File: src/rtl/alu_v2.sv
// Registered integer ALU behind a valid/ready handshake, with unsigned multiply
// and an iterative restoring divider that produces one quotient bit per cycle.
module alu_v2 #(
  parameter int WIDTH = 32
) (
  input  logic             clk,
  input  logic             rst,
  input  logic             in_valid,
  output logic             in_ready,
  input  logic [WIDTH-1:0] a,
  input  logic [WIDTH-1:0] b,
  input  logic [3:0]       op_code,
  output logic             out_valid,
  input  logic             out_ready,
  output logic [WIDTH-1:0] out,
  output logic             zero_flag,
  output logic             sign_flag,
  output logic [7:0]       error_vector,
  output logic             busy
);

  localparam int SHW = $clog2(WIDTH);
  localparam logic [SHW:0] CNT_INIT = (SHW+1)'(WIDTH);
  localparam logic [WIDTH-1:0] ZERO_W = {WIDTH{1'b0}};
  localparam logic [WIDTH-1:0] ONES_W = {WIDTH{1'b1}};

  localparam logic [3:0] OP_ADD   = 4'd0;
  localparam logic [3:0] OP_SUB   = 4'd1;
  localparam logic [3:0] OP_AND   = 4'd2;
  localparam logic [3:0] OP_OR    = 4'd3;
  localparam logic [3:0] OP_XOR   = 4'd4;
  localparam logic [3:0] OP_SLL   = 4'd5;
  localparam logic [3:0] OP_SRL   = 4'd6;
  localparam logic [3:0] OP_SRA   = 4'd7;
  localparam logic [3:0] OP_SLT   = 4'd8;
  localparam logic [3:0] OP_SLTU  = 4'd9;
  localparam logic [3:0] OP_MUL   = 4'd10;
  localparam logic [3:0] OP_MULHU = 4'd11;
  localparam logic [3:0] OP_DIVU  = 4'd12;
  localparam logic [3:0] OP_REMU  = 4'd13;
  localparam logic [3:0] OP_CONST = 4'd15;

  localparam logic [7:0] ERR_OK    = 8'h00;
  localparam logic [7:0] ERR_DIV0  = 8'h01;
  localparam logic [7:0] ERR_UNDEF = 8'hFF;

  typedef enum logic [0:0] {
    S_IDLE = 1'b0,
    S_DIV  = 1'b1
  } state_e;

  state_e           state_q, state_d;
  logic [WIDTH-1:0] out_q, out_d;
  logic [7:0]       err_q, err_d;
  logic             zero_q, zero_d;
  logic             sign_q, sign_d;
  logic             valid_q, valid_d;
  logic             busy_q, busy_d;
  logic [WIDTH-1:0] rem_q, rem_d;
  logic [WIDTH-1:0] quo_q, quo_d;
  logic [WIDTH-1:0] dvs_q, dvs_d;
  logic             rem_op_q, rem_op_d;
  logic [SHW:0]     cnt_q, cnt_d;

  logic             accept_s;
  logic             consume_s;
  logic             div_start_s;
  logic [SHW-1:0]   shamt_s;
  logic [2*WIDTH-1:0] prod_s;
  logic [WIDTH-1:0] alu_res_s;
  logic [7:0]       alu_err_s;
  logic [WIDTH:0]   rem_sh_s;
  logic [WIDTH:0]   diff_s;
  logic [WIDTH-1:0] rem_step_s;
  logic             qbit_s;

  assign in_ready     = (state_q == S_IDLE) && (!valid_q || out_ready);
  assign accept_s     = in_valid && in_ready;
  assign consume_s    = valid_q && out_ready;
  assign div_start_s  = accept_s && ((op_code == OP_DIVU) || (op_code == OP_REMU)) && (b != ZERO_W);
  assign shamt_s      = b[SHW-1:0];
  assign prod_s       = {ZERO_W, a} * {ZERO_W, b};

  assign out          = out_q;
  assign error_vector = err_q;
  assign zero_flag    = zero_q;
  assign sign_flag    = sign_q;
  assign out_valid    = valid_q;
  assign busy         = busy_q;

  // Single-cycle datapath; divide ops here only cover the divide-by-zero case.
  always_comb begin
    alu_res_s = ZERO_W;
    alu_err_s = ERR_OK;
    case (op_code)
      OP_ADD:   alu_res_s = a + b;
      OP_SUB:   alu_res_s = a - b;
      OP_AND:   alu_res_s = a & b;
      OP_OR:    alu_res_s = a | b;
      OP_XOR:   alu_res_s = a ^ b;
      OP_SLL:   alu_res_s = a << shamt_s;
      OP_SRL:   alu_res_s = a >> shamt_s;
      OP_SRA:   alu_res_s = $signed(a) >>> shamt_s;
      OP_SLT:   alu_res_s = {{(WIDTH-1){1'b0}}, ($signed(a) < $signed(b))};
      OP_SLTU:  alu_res_s = {{(WIDTH-1){1'b0}}, (a < b)};
      OP_MUL:   alu_res_s = prod_s[WIDTH-1:0];
      OP_MULHU: alu_res_s = prod_s[2*WIDTH-1:WIDTH];
      OP_DIVU: begin
        alu_res_s = ONES_W;
        alu_err_s = ERR_DIV0;
      end
      OP_REMU: begin
        alu_res_s = a;
        alu_err_s = ERR_DIV0;
      end
      OP_CONST: alu_res_s = {(WIDTH/8){8'hF7}};
      default: begin
        alu_res_s = ZERO_W;
        alu_err_s = ERR_UNDEF;
      end
    endcase
  end

  // One restoring-division step: shift {rem,quo} left, trial-subtract divisor.
  always_comb begin
    rem_sh_s = {rem_q, quo_q[WIDTH-1]};
    diff_s   = rem_sh_s - {1'b0, dvs_q};
    if (!diff_s[WIDTH]) begin
      rem_step_s = diff_s[WIDTH-1:0];
      qbit_s     = 1'b1;
    end else begin
      rem_step_s = rem_sh_s[WIDTH-1:0];
      qbit_s     = 1'b0;
    end
  end

  // Next-state and result-register control.
  always_comb begin
    state_d  = state_q;
    out_d    = out_q;
    err_d    = err_q;
    valid_d  = valid_q;
    busy_d   = busy_q;
    rem_d    = rem_q;
    quo_d    = quo_q;
    dvs_d    = dvs_q;
    rem_op_d = rem_op_q;
    cnt_d    = cnt_q;
    case (state_q)
      S_IDLE: begin
        if (div_start_s) begin
          rem_d    = ZERO_W;
          quo_d    = a;
          dvs_d    = b;
          rem_op_d = (op_code == OP_REMU);
          cnt_d    = CNT_INIT;
          busy_d   = 1'b1;
          valid_d  = 1'b0;
          state_d  = S_DIV;
        end else if (accept_s) begin
          out_d   = alu_res_s;
          err_d   = alu_err_s;
          valid_d = 1'b1;
        end else if (consume_s) begin
          valid_d = 1'b0;
        end else begin
          valid_d = valid_q;
        end
      end
      S_DIV: begin
        if (cnt_q != {(SHW+1){1'b0}}) begin
          rem_d = rem_step_s;
          quo_d = {quo_q[WIDTH-2:0], qbit_s};
          cnt_d = cnt_q - {{SHW{1'b0}}, 1'b1};
          if (consume_s) begin
            valid_d = 1'b0;
          end else begin
            valid_d = valid_q;
          end
        end else begin
          out_d   = rem_op_q ? rem_q : quo_q;
          err_d   = ERR_OK;
          valid_d = 1'b1;
          busy_d  = 1'b0;
          state_d = S_IDLE;
        end
      end
      default: begin
        state_d = S_IDLE;
        busy_d  = 1'b0;
        valid_d = 1'b0;
      end
    endcase
    zero_d = (out_d == ZERO_W);
    sign_d = out_d[WIDTH-1];
  end

  // State and result registers; reset abandons any divide in flight.
  always_ff @(posedge clk or posedge rst) begin
    if (rst) begin
      state_q  <= S_IDLE;
      out_q    <= ZERO_W;
      err_q    <= ERR_OK;
      zero_q   <= 1'b1;
      sign_q   <= 1'b0;
      valid_q  <= 1'b0;
      busy_q   <= 1'b0;
      rem_q    <= ZERO_W;
      quo_q    <= ZERO_W;
      dvs_q    <= ZERO_W;
      rem_op_q <= 1'b0;
      cnt_q    <= {(SHW+1){1'b0}};
    end else begin
      state_q  <= state_d;
      out_q    <= out_d;
      err_q    <= err_d;
      zero_q   <= zero_d;
      sign_q   <= sign_d;
      valid_q  <= valid_d;
      busy_q   <= busy_d;
      rem_q    <= rem_d;
      quo_q    <= quo_d;
      dvs_q    <= dvs_d;
      rem_op_q <= rem_op_d;
      cnt_q    <= cnt_d;
    end
  end

endmodule

File: config.mk
export PLATFORM = sky130hd
export DESIGN_NAME = alu_v2
export DESIGN_NICKNAME = d
export VERILOG_FILES = /design/src/rtl/alu_v2.sv
export SDC_FILE = /design/constraint.sdc
export NUM_CORES = 2
export LEC_CHECK = 0
export BUFFER_PORTS_ARGS = -buffer_cell sky130_fd_sc_hd__buf_2
export CAP_MARGIN = 10
export CORE_UTILIZATION = 66
export DETAILED_ROUTE_END_ITERATION = 12
export PLACE_DENSITY = 0.83
export SLEW_MARGIN = 20
export SYNTH_ARGS = -nofsm -noshare
export SYNTH_HDL_FRONTEND = slang
export SYNTH_SLANG_ARGS = --single-unit
export TNS_END_PERCENT = 20
File: constraint.sdc
create_clock -name clk -period 5.9 [get_ports clk]
set_input_delay 0 -clock clk [delete_from_list [all_inputs] [get_ports clk]]
set_output_delay 0 -clock clk [all_outputs]
set_load 0.005 [all_outputs]
==> results of run 1 <==
through the flow:
stage	cell area [µm²]	cells	util, %	hold slack, ns	setup TNS (ns)
2_1_floorplan	51300	6198	-	0.117	-35.82
3_3_place_gp	58300	7769	76.8	0.216	-60.81
3_5_place_dp	58300	7769	76.8	0.221	-64.82
4_1_cts	61400	7885	80.9	0.0421	-33.88
timing repair:
item	CTS
cloned	3
buffers inserted	77
endpoints found under the hold margin	90
gates resized for setup	431
endpoints found under the setup margin	33
pin swaps	156
hold buffers	4
kinds of logic after synthesis:
kind of cell	count (synthesis)	synth area share, %
AOI/OAI and AO/OA	1048	13.5
xor gates and xnor gates	83	1.43
adders and majority gates	1293	45.2
buffers and inverters	1463	11.0
DFF	141	6.96
muxes	208	5.22
and+or+nand+nor	1962	16.6
routing by layer:
| metal | GRT usage [%] | GRT overflow |
|---|---|---|
| met3 | 68.0 | 12 |
| met4 | 80.0 | 116 |
| met2 | 96.2 | 187 |
| met1 | 84.2 | 5 |
| met5 | 32.7 | 1 |
==> out/metrics.yaml, run 1 <==
synth-seq-area-share_pct: 6.96
initial_core_util_pct: 66.7
yosys_warnings: 0
gr-total-overflow: 321
cts_root_buffer: "clkbuf_16"
ys_types: 97
yosys.area.top_type: "fa_1"
die_h_um: 279
yosysMostFrequentCell: "inv_1"
numCtsBuffers: 17
hpwl_mm: 202
htree_levels: 4
synth_commonest_cells: "1019 x inv_1, 898 x fa_1, 812 x nor2_1"
failed_stage: "global routing (5_1_grt)"
place.gp.congestion: 1.26
cts.path.max_buffers: 2
post-place-ws_ns: -3.09
grt_first_pass_wirelength_mm: 469
grt_max_degree: 90
port_buffers: 116
error: "[ERROR GRT-0116] Global routing finished with congestion. Check the congestion regions in the DRC Viewer."
synth.avg_cell_area_um2: 8.18
grt_usage_pct: 82.0
die_width_um: 279
synth_top_area_share_pct: 35.5
ios: 117
synthCells: 6198
syn_area_um2: 50700
ys.flop_type: "dfrtp_1"
status: "stopped before the end"
synth-edff-count: 0
synth_area_leaders: "fa_1 35%, ha_1 9.8%, inv_1 7.5%, dfrtp_1 6.9%, nor2_1 6.0%"
synth_nets: 7563
cts.sinks: 141
synth-seq-cells: 141
grt_pass1_vias: 66900
async_flop_share_pct: 100
rows: 101
==> run 2: changes to the inputs <==
--- a/config.mk
+++ b/config.mk
@@ -7,9 +7,9 @@
 export LEC_CHECK = 0
 export BUFFER_PORTS_ARGS = -buffer_cell sky130_fd_sc_hd__buf_2
 export CAP_MARGIN = 10
-export CORE_UTILIZATION = 66
+export CORE_UTILIZATION = 40
 export DETAILED_ROUTE_END_ITERATION = 12
-export PLACE_DENSITY = 0.83
+export PLACE_DENSITY_LB_ADDON = 0.15
 export SLEW_MARGIN = 20
 export SYNTH_ARGS = -nofsm -noshare
 export SYNTH_HDL_FRONTEND = slang
==> out/metrics.yaml, run 2 <==
status: "finished, violations left"
violations: "setup timing"
finalClockSkew_ns: 0.00950
synthCells: 6198  # unchanged
synth_top_area_share_pct: 35.5  # unchanged
grt_pass1_vias: 51000
worstPathArrival_ns: 8.33
synth-compound-area-share_pct: 13.5  # unchanged
setup_ws_ns: -2.09
crit_top_cell: "fa_1"
yosysMostFrequentCell: "inv_1"
initial_core_util_pct: 40.4  # -26 points
min_period_ns: 7.99
post-place-ws_ns: -3.08  # +0.00490 ns
fillers: 12300
wl_per_cell_um: 31.3
place.gp.congestion: 1.08  # -15%
max_slew_margin_pct: 24.7
synth_top_family_by_area: "adder cells"
hpwl_mm: 224  # +11%
grt_max_degree: 81
vias: 50700
synth-seq-cells: 141  # unchanged
htree_levels: 4  # unchanged
die_width_um: 358  # +28%
syn_to_final_growth_pct: 24.9
synth_commonest_cells: "1019 x inv_1, 898 x fa_1, 812 x nor2_1"
cp-end-kind: "flop"
syn_area_um2: 50700  # unchanged
fp.dieArea_um2: 128000
synth-edff-count: 0  # unchanged
port_buffers: 116  # unchanged
gr-total-overflow: 0
grt_first_pass_wirelength_mm: 378
dr.pass1.iters: 6
slew_violations: 0
start_kind: "primary input"
rows: 130  # +29%
cts_root_buffer: "clkbuf_16"
maxCapViolCount: 0
worst_pin_slew_ns: 1.13
drive_above_1_share_pct: 23.0
ios: 117  # unchanged
cp.required_ns: 6.24
cts.path.max_buffers: 2  # unchanged
hold_violations: 0
cts.sinks: 141  # unchanged
yosys.area_share.adder_pct: 45.2  # unchanged
yosys_warnings: 0  # unchanged
drc_errors: 0
wirelength_mm: 269
dr.first_iter.drc_count: 5600
grt_usage_pct: 41.9
via_per_inst: 5.91
most-common-layout-cells: "977 x inv_1, 851 x fa_1, 835 x buf_4"
ant_nets: 0
path_class: "primary input to flop"
slowest_delay_ns: 0.60
ys_types: 97  # unchanged
synth_area_leaders: "fa_1 35%, ha_1 9.8%, inv_1 7.5%, dfrtp_1 6.9%, nor2_1 6.0%"
crit_slowest_cell: "fa_2"
coreArea_um2: 126000
async_flop_share_pct: 100  # unchanged
yosys.area_share.simple_pct: 16.6  # unchanged
ys.flop_type: "dfrtp_1"
synth.avg_cell_area_um2: 8.18  # unchanged
cp_max_fo: 8
layout.nets: 8273
clock_latency_ns: 0.43
cts_tree: "done"
yosys-mux-area-fraction_pct: 5.22  # unchanged
fmax_mhz: 125
antenna_found_initial: 15
synth-seq-area-share_pct: 6.96  # unchanged
min_path_type: "primary input to flop"
yosys.area.top_type: "fa_1"
setup_viol: 33
r2r_slack_ns: 1.24
period_share_pct: 135
path_clk_slew_ns: 0.06
rsz0062_at_grt: "true"
synth-xor-area-share_pct: 1.43  # unchanged
synth_nets: 7563  # unchanged
numCtsBuffers: 17  # unchanged
die_h_um: 358  # +28%
final_common_cell: "inv_1"
run 2: cell counts after synthesis:
Identical to the previous run, type by type.
run 2: worst max-delay path: cells and delay by family:
| family | cells | cell delay [ns] |
|---|---|---|
| and+or+nand+nor | 9 | 2.22 |
| adders and majority gates | 9 | 4.49 |
| AOI/OAI and AO/OA | 3 | 0.73 |
| xor gates and xnor gates | 1 | 0.14 |
| buffers and inverters | 7 | 0.73 |
run 2: cell families (layout without fill, tap and decap cells):
logic type               count (synthesis)  in the layout
buffers and inverters                 1463           2185
AND/OR/NAND/NOR                       1962           1962
AO/OA/AOI/OAI                         1048           1048
XOR/XNOR                                83             83
multiplexers                           208            208
flip-flops                             141            141
other                                    0              7
adder cells (fa/ha/maj)               1293           1293
run 2: cell type report:
class	count	area, µm²	share of cell area, %
multi-input cells	4594	43100	68.1
repair buffers	1120	9940	15.7
inverters	1034	4020	6.34
flip-flops and latches	141	3530	5.58
well taps	1650	2060	3.26
clock buffers	18	429	0.678
clock inverters	13	191	0.302
diodes	7	17.5	0.0277
run 2: per-layer routing:
metal	wire, µm	up-vias	GRT usage [%]
met5	27	-	0
met4	20000	4	24.7
met3	26500	665	8.58
met2	115000	2756	62.9
met1	107000	25900	55.9
li1	-	21400	-
run 2: through the flow:
step           util [%]  hold WS (ns)  instance area, µm²  cells  TNS [ns]
2_1_floorplan         -         0.117               51300   6198    -35.82
5_1_grt            50.4        0.0609               63300   8571    -42.60
3_5_place_dp       47.5         0.176               59700   8459    -66.06
4_1_cts            49.6        0.0702               62200   8546    -37.81
6_report           50.4        0.0570               63300   8577    -37.81
3_3_place_gp       47.5         0.179               59700   8459    -65.33
run 2: final timing paths:
kind	from	end	cells after the start
setup / recovery	b[3]	zero_flag	29
hold / removal	b[16]	dvs_q[16]	4
setup reg to reg	quo_q[31]	rem_q[2]	15
hold reg to reg	busy	busy	1
max in group asynchronous	rst	state_q	4
min in group asynchronous	rst	cnt_q[0]	3
run 2: what timing repair did:
item | in CTS | in global routing
endpoints found under the hold margin | 81 | 0
gates cloned | 1 | 3
resized for setup | 370 | 233
hold buffers | 4 | 0
buffers inserted | 53 | 22
endpoints found under the setup margin | 33 | 33
pin swaps | 109 | 112
Power of run 2 is not shown: default switching activity piles up to over one toggle a cycle in this logic, so the estimate is an artifact.
